==> src/rtl/wheels_pkg.sv <==
// -----------------------------------------------------------------------------
// wheels_pkg
// Shared constants and helpers for the wheel step-pulse ramp generator:
//   - ch_w()    : width of the channel index port, max(1, clog2(n))
//   - sat_add() : a + b, clamped to an upper limit
//   - sat_sub() : a - b, clamped to a lower floor
// The saturating helpers work on SAT_W bits with one extra carry/borrow bit,
// so any counter width up to SAT_W fits without wrap.
// -----------------------------------------------------------------------------
package wheels_pkg;

  localparam int DEF_START_PERIOD = 50000;
  localparam int DEF_RAMP_STEP    = 5000;
  localparam int SAT_W            = 64;

  // Channel index width; a single channel still gets a 1-bit index port.
  function automatic int ch_w(input int n);
    if (n <= 2) begin
      return 1;
    end else begin
      return $clog2(n);
    end
  endfunction

  // a + b computed with a carry bit, then clamped to lim.
  function automatic logic [SAT_W-1:0] sat_add(input logic [SAT_W-1:0] a,
                                               input logic [SAT_W-1:0] b,
                                               input logic [SAT_W-1:0] lim);
    logic [SAT_W:0] sum;
    sum = {1'b0, a} + {1'b0, b};
    if (sum > {1'b0, lim}) begin
      return lim;
    end else begin
      return sum[SAT_W-1:0];
    end
  endfunction

  // a - b computed with a borrow bit, then clamped from below to floor.
  function automatic logic [SAT_W-1:0] sat_sub(input logic [SAT_W-1:0] a,
                                               input logic [SAT_W-1:0] b,
                                               input logic [SAT_W-1:0] floor);
    logic [SAT_W:0] diff;
    diff = {1'b0, a} - {1'b0, b};
    if (diff[SAT_W] || (diff[SAT_W-1:0] < floor)) begin
      return floor;
    end else begin
      return diff[SAT_W-1:0];
    end
  endfunction

endpackage

==> src/rtl/wheel_ramp_ch.sv <==
// -----------------------------------------------------------------------------
// wheel_ramp_ch
// One wheel channel: holds the target period, the current (ramping) period and
// the interval down-counter, and emits a registered one-cycle step pulse each
// time the counter expires. The period moves toward the target by at most
// RAMP_STEP per pulse; a zero target ramps out to START_PERIOD and then stops.
// Ports:
//   i_clock, i_reset   clock, asynchronous active-high reset
//   i_run              0 = hold all state, no pulses
//   i_wr_en            load i_wr_period into the target this edge
//   i_wr_period        new target period (0 = stop)
//   o_step             registered step pulse
//   o_active           current period nonzero
//   o_busy             current period differs from target
// -----------------------------------------------------------------------------
module wheel_ramp_ch
  import wheels_pkg::*;
#(
  parameter int CNT_W        = 32,
  parameter int START_PERIOD = DEF_START_PERIOD,
  parameter int RAMP_STEP    = DEF_RAMP_STEP
) (
  input  logic             i_clock,
  input  logic             i_reset,
  input  logic             i_run,
  input  logic             i_wr_en,
  input  logic [CNT_W-1:0] i_wr_period,
  output logic             o_step,
  output logic             o_active,
  output logic             o_busy
);

  localparam logic [CNT_W-1:0] START_P = CNT_W'(START_PERIOD);
  localparam logic [SAT_W-1:0] START_X = SAT_W'(START_PERIOD);
  localparam logic [SAT_W-1:0] STEP_X  = SAT_W'(RAMP_STEP);

  logic [CNT_W-1:0] r_target;
  logic [CNT_W-1:0] r_period;
  logic [CNT_W-1:0] r_cnt;
  logic             r_step;

  logic [SAT_W-1:0] w_per_x;
  logic [SAT_W-1:0] w_tgt_x;
  logic [SAT_W-1:0] w_ramp_x;
  logic [CNT_W-1:0] w_ramp;
  logic [CNT_W-1:0] w_start;
  logic [CNT_W-1:0] w_target_nxt;
  logic [CNT_W-1:0] w_period_nxt;
  logic [CNT_W-1:0] w_cnt_nxt;
  logic             w_step_nxt;

  // Ramp function: the period to load at the next pulse.
  always_comb begin
    w_per_x  = SAT_W'(r_period);
    w_tgt_x  = SAT_W'(r_target);
    w_ramp_x = w_per_x;
    if (r_target != {CNT_W{1'b0}}) begin
      if (r_period > r_target) begin
        w_ramp_x = sat_sub(w_per_x, STEP_X, w_tgt_x);
      end else if (r_period < r_target) begin
        w_ramp_x = sat_add(w_per_x, STEP_X, w_tgt_x);
      end else begin
        w_ramp_x = w_per_x;
      end
    end else begin
      // Stopping: slow down to START_PERIOD, then the next pulse is the last.
      if (r_period >= START_P) begin
        w_ramp_x = {SAT_W{1'b0}};
      end else begin
        w_ramp_x = sat_add(w_per_x, STEP_X, START_X);
      end
    end
    w_ramp = w_ramp_x[CNT_W-1:0];
  end

  // Next-state for target, period, counter and step pulse.
  always_comb begin
    w_start      = (r_target > START_P) ? r_target : START_P;
    w_period_nxt = r_period;
    w_cnt_nxt    = r_cnt;
    w_step_nxt   = 1'b0;
    if (i_wr_en) begin
      w_target_nxt = i_wr_period;
    end else begin
      w_target_nxt = r_target;
    end
    if (!i_run) begin
      w_period_nxt = r_period;
      w_cnt_nxt    = r_cnt;
    end else if (r_period == {CNT_W{1'b0}}) begin
      // Idle: start at no faster than START_PERIOD once a target exists.
      if (r_target != {CNT_W{1'b0}}) begin
        w_period_nxt = w_start;
        w_cnt_nxt    = w_start - {{(CNT_W-1){1'b0}}, 1'b1};
      end else begin
        w_period_nxt = r_period;
        w_cnt_nxt    = r_cnt;
      end
    end else if (r_cnt != {CNT_W{1'b0}}) begin
      w_cnt_nxt = r_cnt - {{(CNT_W-1){1'b0}}, 1'b1};
    end else begin
      w_step_nxt   = 1'b1;
      w_period_nxt = w_ramp;
      if (w_ramp == {CNT_W{1'b0}}) begin
        w_cnt_nxt = {CNT_W{1'b0}};
      end else begin
        w_cnt_nxt = w_ramp - {{(CNT_W-1){1'b0}}, 1'b1};
      end
    end
  end

  // Channel state registers.
  always_ff @(posedge i_clock or posedge i_reset) begin
    if (i_reset) begin
      r_target <= {CNT_W{1'b0}};
      r_period <= {CNT_W{1'b0}};
      r_cnt    <= {CNT_W{1'b0}};
      r_step   <= 1'b0;
    end else begin
      r_target <= w_target_nxt;
      r_period <= w_period_nxt;
      r_cnt    <= w_cnt_nxt;
      r_step   <= w_step_nxt;
    end
  end

  assign o_step   = r_step;
  assign o_active = (r_period != {CNT_W{1'b0}});
  assign o_busy   = (r_period != r_target);

endmodule

==> src/rtl/wheel_pulse_ramp_gen.sv <==
// -----------------------------------------------------------------------------
// wheel_pulse_ramp_gen
// Multi-channel wheel step-pulse generator with acceleration limiting.
// Configuration writes use a valid/ready handshake; ready drops for one cycle
// after every accepted write. Writes to a channel index >= NUM_CH are dropped
// and set the sticky o_cfg_err flag.
// Ports:
//   i_clock, i_reset   clock, asynchronous active-high reset
//   i_run              global gate; 0 freezes every channel
//   i_cfg_valid        write request
//   o_cfg_ready        write can be accepted this cycle
//   i_cfg_ch           target channel index
//   i_cfg_period       target period in clocks (0 = stop)
//   o_cfg_err          sticky bad-channel flag
//   o_step             per-channel registered step pulse
//   o_active           per-channel period nonzero
//   o_busy             per-channel period != target
// -----------------------------------------------------------------------------
module wheel_pulse_ramp_gen
  import wheels_pkg::*;
#(
  parameter int  NUM_CH       = 2,
  parameter int  CNT_W        = 32,
  parameter int  START_PERIOD = DEF_START_PERIOD,
  parameter int  RAMP_STEP    = DEF_RAMP_STEP,
  localparam int CH_W         = ch_w(NUM_CH)
) (
  input  logic              i_clock,
  input  logic              i_reset,
  input  logic              i_run,
  input  logic              i_cfg_valid,
  output logic              o_cfg_ready,
  input  logic [CH_W-1:0]   i_cfg_ch,
  input  logic [CNT_W-1:0]  i_cfg_period,
  output logic              o_cfg_err,
  output logic [NUM_CH-1:0] o_step,
  output logic [NUM_CH-1:0] o_active,
  output logic [NUM_CH-1:0] o_busy
);

  logic              r_cfg_ready;
  logic              r_cfg_err;
  logic              w_accept;
  logic              w_ch_ok;
  logic [NUM_CH-1:0] w_wr_en;

  assign w_accept = i_cfg_valid & r_cfg_ready;
  assign w_ch_ok  = (int'(i_cfg_ch) < NUM_CH);

  // Address decode: one-hot write enable for the addressed channel.
  always_comb begin
    w_wr_en = {NUM_CH{1'b0}};
    for (int c = 0; c < NUM_CH; c++) begin
      if (w_accept && w_ch_ok && (i_cfg_ch == CH_W'(c))) begin
        w_wr_en[c] = 1'b1;
      end else begin
        w_wr_en[c] = 1'b0;
      end
    end
  end

  // Handshake throttle and sticky error flag.
  always_ff @(posedge i_clock or posedge i_reset) begin
    if (i_reset) begin
      r_cfg_ready <= 1'b0;
      r_cfg_err   <= 1'b0;
    end else begin
      r_cfg_ready <= ~w_accept;
      if (w_accept && !w_ch_ok) begin
        r_cfg_err <= 1'b1;
      end else begin
        r_cfg_err <= r_cfg_err;
      end
    end
  end

  assign o_cfg_ready = r_cfg_ready;
  assign o_cfg_err   = r_cfg_err;

  for (genvar g = 0; g < NUM_CH; g++) begin : g_ch
    wheel_ramp_ch #(
      .CNT_W        (CNT_W),
      .START_PERIOD (START_PERIOD),
      .RAMP_STEP    (RAMP_STEP)
    ) u_ch (
      .i_clock     (i_clock),
      .i_reset     (i_reset),
      .i_run       (i_run),
      .i_wr_en     (w_wr_en[g]),
      .i_wr_period (i_cfg_period),
      .o_step      (o_step[g]),
      .o_active    (o_active[g]),
      .o_busy      (o_busy[g])
    );
  end

endmodule
==> config.mk <==
export PLATFORM = sky130hd
export DESIGN_NAME = wheel_pulse_ramp_gen
export DESIGN_NICKNAME = d
export VERILOG_FILES = /design/src/rtl/wheels_pkg.sv /design/src/rtl/wheel_ramp_ch.sv /design/src/rtl/wheel_pulse_ramp_gen.sv
export SDC_FILE = /design/constraint.sdc
export NUM_CORES = 1
export LEC_CHECK = 0
export CAP_MARGIN = 10
export CORE_UTILIZATION = 55
export DETAILED_ROUTE_END_ITERATION = 10
export HOLD_SLACK_MARGIN = 0.03
export PLACE_DENSITY = 0.8
export SLEW_MARGIN = 20
export SYNTH_ARGS = -nofsm -noshare
export SYNTH_HDL_FRONTEND = slang
export SYNTH_SLANG_ARGS = --single-unit
==> constraint.sdc <==
create_clock -name i_clock -period 11.1 [get_ports i_clock]
set_clock_uncertainty 0.2 [all_clocks]
set_input_delay 2.22 -clock i_clock [delete_from_list [all_inputs] [get_ports i_clock]]
set_output_delay 2.22 -clock i_clock [all_outputs]
set_load 0.01 [all_outputs]
; ---- Yosys cells after proc, flatten, opt, wreduce, memory -nomap -nowiden
; Cells that the tools add are included.
; Widths: inputs -> output; s select.
[totals]
register_bits = 195
out_inout_bits = 8
elab_cells = 98
[classes]
n_addsub = 10
n_eq_ne = 6
bitwise = 3
magnitude_cmp = 14
mux = 38
n_reduce_logical = 18
[ops]
columns = cell, count
row1 = $mux 32, 30
row2 = $reduce_bool 32->1, 6
row3 = $sub 32x1->32 const B, 6
row4 = $logic_not 32->1, 4
row5 = $lt 64x32->1, 2
row6 = $add 32x13->33 const B, 2
row7 = $gt 33x16->1 const B, 2
row8 = $gt 33x32->1, 2
row9 = $sub 32x13->33 const B, 2
row10 = $ge 32x16->1 const B, 2
row11 = $gt 32x16->1 const B, 2
row12 = $gt 32x32->1, 2
row13 = $lt 32x32->1, 2
row14 = $ne 32x32->1, 2
row15 = $mux 1, 8
row16 = $ne 2x1->1 const B, 4
row17 = $reduce_and 3->1, 2
row18 = $reduce_and 2->1, 2
row19 = $logic_and 1x1->1, 2
row20 = $logic_or 1x1->1, 2
row21 = $not 1->1, 2
row22 = $and 1x1->1, 1

; ---- Logic depth before layout (Yosys ltp)
[logic_depth]
depth_word = 10
ltp_mapped = 27
depth_no_buf = 24

; ---- Cells and area by module
; Synthesis repeated with hierarchy kept, for this count alone.
[unflattened]
cells_unflattened = 3176
area_unflattened_um2 = 23880.4
[modules_own_cells]
columns = mod, seq_area_each_um2, area_per_inst_um2, instances, cells_per_inst
row1 = wheel_ramp_ch at g_ch[1].u_ch, 2427.3, 12286.8, 1, 1628
row2 = wheel_ramp_ch at g_ch[0].u_ch, 2427.3, 11534.8, 1, 1541
row3 = wheel_pulse_ramp_gen, 25.0, 58.8, 1, 7

; ---- Least setup slack after synthesis
; Ideal clock, no wire load.
[synth_timing]
path_kind = reg2reg
start = reg g_ch[1].u_ch.r_period[3]
end = reg g_ch[1].u_ch.r_cnt[8]
setup_slack_ns = 4.161
stages_incl_launch_ff = 28
arrival_time_ns = 6.601
cell_sequence = dfrtp_1 -> clkbuf_1 -> inv_1 -> ha_1 -> nor3b_1 -> o211ai_1 -> nor3_1 -> or3b_2 -> xnor2_1 -> ha_1 -> nand4_1 -> nor4_1 -> o211ai_1 -> a221o_1 -> a31oi_1 -> clkbuf_1 -> buf_2 -> buf_2 -> nor3_1 -> a211oi_1 -> o22a_1 -> nor4b_1 -> nand3_1 -> nor4_1 -> nor2_1 -> nand2_1 -> buf_4 -> o221ai_1
[synth_between]
elab_chain_len = 10
[synth_lines]
columns = item, line
row1 = start: declaration, wheel_ramp_ch.sv:38  ; logic [CNT_W-1:0] r_period;
row2 = start signal: assignment, wheel_ramp_ch.sv:116  ; r_period <= {CNT_W{1'b0}};
row3 = start signal: assignment, wheel_ramp_ch.sv:121  ; r_period <= w_period_nxt;
row4 = $sub 32x13->33 or $add 32x13->33 (tied branches), "wheels_pkg.sv:43, wheels_pkg.sv:30"
row5 = $lt 64x32->1 or $gt 33x32->1 (tied branches), "wheels_pkg.sv:44, wheels_pkg.sv:31"
row6 = $logic_or 1x1->1 or $mux 32 (tied branches), "wheels_pkg.sv:44, wheels_pkg.sv:31"
row7 = $mux 32 (on tied branches), "wheels_pkg.sv:44, wheel_ramp_ch.sv:60"
row8 = $mux 32, wheel_ramp_ch.sv:58  ; if (r_period > r_target) begin
row9 = $mux 32, wheel_ramp_ch.sv:57  ; if (r_target != {CNT_W{1'b0}}) begin
row10 = $sub 32x1->32 or $logic_not 32->1 (tied branches), "wheel_ramp_ch.sv:107, wheel_ramp_ch.sv:104"
row11 = $mux 32, wheel_ramp_ch.sv:104  ; if (w_ramp == {CNT_W{1'b0}}) begin
row12 = $mux 32, wheel_ramp_ch.sv:99  ; end else if (r_cnt != {CNT_W{1'b0}}) begin
row13 = $mux 32, wheel_ramp_ch.sv:90  ; end else if (r_period == {CNT_W{1'b0}}) begin
row14 = end signal: assignment, wheel_ramp_ch.sv:117  ; r_cnt <= {CNT_W{1'b0}};
row15 = end signal: assignment, wheel_ramp_ch.sv:122  ; r_cnt <= w_cnt_nxt;
row16 = end: declaration, wheel_ramp_ch.sv:39  ; logic [CNT_W-1:0] r_cnt;
; Parallel ways exist; a longest one is shown, timed or not.
; A chain may end at the register's enable or synchronous reset.

; ---- Worst setup path after layout
[layout_timing]
start = reg g_ch[1].u_ch.r_period[5]
end = reg g_ch[1].u_ch.r_cnt[19]
; Same word-level chain as after synthesis.

==> results.yml <==
worst_setup_path:
  slowest_delay_ns: 0.77
  reg2regPathDepth: 20
  crit_fanout: 16
  timing.rr.end: "g_ch[1].u_ch.r_cnt[19]"
  end_kind: "register"
  cp_cell_sequence: "nand4_1 -> a21oi_1 -> nand2_1 -> xor2_1 -> inv_1 -> ha_1 -> nand4_1 -> nor3_1 -> a221oi_1 -> a211oi_2 -> buf_4 -> a2111oi_0 -> a311o_1 -> a211oi_1 -> nor4b_2 -> nand2_1 -> nor4_1 -> nor2_1 -> nand2_1 -> o221ai_1"
  crit_buf_inv: 2
  cp_top_family: "simple AND/OR/NAND/NOR gates"
  required_ns: 11.23
  worstSetupPathType: "register to register"
  cp_common_cell: "nand2_1"
  start_kind: "register"
  critPathLaunch: "g_ch[1].u_ch.r_period[5]"
  r2r_slack_ns: 2.22
  cp_data_arrival_time_ns: 9.01
  crit_slowest_cell: "nor4b_2"
  rr_startpoint: "g_ch[1].u_ch.r_period[5]"
hold_path:
  min_from: "o_cfg_ready"
  hold_depth: 1
  hold-path-endpoint: "o_cfg_ready"
  min_path_type: "register to register"
synth:
  yosys.area.top_type: "dfrtp_1"
  seq_area_frac_synth_pct: 21.2
  ys_ff_latch: 195
  syn-num-nets: 3268
  syn_area_per_cell_um2: 7.57
  synthTopCellsByArea: "dfrtp_1 (21%), ha_1 (11%), xnor2_1 (5.6%)"
  synth.distinct_cells: 101
  ys.flop_type: "dfrtp_1"
  synth_commonest_cells: "nand2_1 (279), nor2_1 (268), o21ai_0 (225)"
  netlist_area_um2: 23000
  synth_most_common_cell: "nand2_1"
  synth_edf_count: 0
  yosys_warnings: 0
  yosys.area.top_type_share_pct: 21.2
  async_flop_share_pct: 100
  synthCells: 3037
clock_tree:
  postCtsResizedCells: 0
  cts_tree: "yes"
  cts-root-buf: "clkbuf_16"
  clk_latency_ns: 0.50
  post_cts_buffers: 0
  path_clk_slew_ns: 0.08
  cts_made_buffers: 17
  clock-sinks: 195
  clockBufferDepth: 2
  holdBufCountCts: 0
  ctsHtreeMaxLevel: 4
die:
  ios: 45
  die_h_um: 206
  core_area_um2: 41000
  rows: 74
  dieWidth_um: 206
  dieArea_um2: 42600
  start_util_pct: 56.0
timing:
  finalSetupViolCount: 0
  rsz0062_at_grt: "no"
  post-route-min-period_ns: 8.88
  final-hold-violation-count: 0
  final.setup.tns_ns: 0
  worst_slew_pin_slew_ns: 1.33
  setup_ws_ns: 2.22
  whs_ns: 0.294
  fin_crit_sh_pct: 80.0
  relSlewSlack_pct: 10.5
  clock.fmax_mhz: 113
  final_max_slew_viol_count: 0
grt:
  grt_pass1_vias: 23200
  overflow: 0
  antenna_found_initial: 1
  grt_pass1_wl_um: 146000
  grt_max_degree: 127
  grt_use_total_pct: 45.6
final_layout:
  diodes: 0
  fillerInstances: 3705
  area_growth_pct: 5.59
  drive_gt1_share_pct: 7.31
  finish.utilization_pct: 59.2
  nNetsFinal: 3174
placement:
  numPortBuffers: 43
  gp_congestion: 1.09
  pre_cts_ws_ns: 2.78
  hpwlAfterDp_um: 74400
route:
  vias: 25600
  drt_iter0_drc: 4622
  drt-total-wl_um: 98300
  first_pass_iters: 10
  wl_per_cell_um: 28.2
  routed_via_density: 7.33
  postRouteAntennaNets: 0
  drc: 16
power_and_ir_drop:
  leakage_nw: 9.99
  ir_drop_mv: 0.135
  total_power_mw: 2.73
  power.density_nw_per_um2: 113
outcome:
  outcome: "finished, violations left"
  violations: "design-rule violations"
run:
  max_cap_viol_count: 0
==> worst max-delay path by stage <==
stage / endpoint / slack [ns] / depth (start not counted)
6_report: g_ch[1].u_ch.r_cnt[19] / 2.22 / 20
5_1_grt: g_ch[1].u_ch.r_cnt[19] / 2.08 / 20
4_1_cts: g_ch[1].u_ch.r_cnt[19] / 2.74 / 22
3_5_place_dp: g_ch[1].u_ch.r_cnt[19] / 2.78 / 22
3_3_place_gp: g_ch[1].u_ch.r_cnt[19] / 2.76 / 22
2_1_floorplan: g_ch[0].u_ch.o_step / 3.37 / 1
==> placed cells by master (no fill, tap or decap), types with 25 or more instances in the layout <==
master           count
o21ai_0            225
xnor2_1            146
a21oi_1            216
or3_1               25
o21ai_1             29
and3_1              34
buf_4               54
mux2_2              68
ha_1               194
a22oi_1             29
xor2_1              89
nor2_1             266
nand4_1             59
a31oi_1             41
or4_1               29
o31ai_1             27
nor4_1              63
o22ai_1             27
clkdlybuf4s50_1     43
nand2_1            277
nand3_1             98
nor3_1             114
inv_1              100
o211ai_1            34
a211oi_1            61
dfrtp_1            195
==> worst register-to-register path: stages, from the launching register on <==
cell and delay (ns):
dfrtp_1 0.69, nand4_1 0.49, a21oi_1 0.67, nand2_1 0.14, xor2_1 0.62, inv_1 0.11, ha_1 0.32, nand4_1 0.16
nor3_1 0.47, a221oi_1 0.32, a211oi_2 0.63, buf_4 0.33, a2111oi_0 0.12, a311o_1 0.41, a211oi_1 0.74, nor4b_2 0.77
nand2_1 0.31, nor4_1 0.43, nor2_1 0.10, nand2_1 0.49, o221ai_1 0.22
==> routing by layer <==
metal | up-vias | part of all wire (%) | global-route usage (%)
met5 | - | 0 | 0
met4 | 0 | 3.0 | 13.5
met3 | 283 | 16 | 18.1
met2 | 2033 | 39 | 61.0
met1 | 12200 | 42 | 65.8
li1 | 11100 | - | -
==> registers in the layout (all words and copies together), names as in the netlist <==
signal              count
g_ch.u_ch.o_step        2
g_ch.u_ch.r_cnt        64
g_ch.u_ch.r_period     64
g_ch.u_ch.r_target     64
o_cfg_ready             1
==> logic make-up after synthesis <==
kind of cell	count (synthesis)	share of synthesized area, %
flip-flops	195	21.2
adder cells (fa/ha/maj)	194	10.6
XOR/XNOR	235	8.96
AO/OA/AOI/OAI	887	24.5
AND/OR/NAND/NOR	1117	24.6
multiplexers	93	4.43
buffers and inverters	315	5.65
other	1	0.0163
==> per-stage QoR <==
stage / instance area [um2] / std cells
detailed placement: 23700 / 3455
global placement: 23700 / 3455
global route: 24300 / 3488
CTS: 24200 / 3487
finish: 24300 / 3488
floorplan: 23000 / 3037
==> final cells by class <==
class                   instances  area [um2]  area share, %
multi-input cells            2527       16900           69.5
flip-flops and latches        195        4880           20.1
repair buffers                 98         863           3.56
well taps                     532         666           2.74
clock buffers                  19         453           1.87
inverters                     104         398           1.64
clock inverters                13         130          0.536
==> power by group <==
| part | switching [mW] | total (mW) | internal (mW) |
|---|---|---|---|
| registers | 0.164 | 0.955 | 0.791 |
| logic | 0.721 | 1.13 | 0.409 |
| clock network | 0.340 | 0.650 | 0.310 |
| total | 1.22 | 2.73 | 1.51 |
Power figures use the tool's default switching activity.
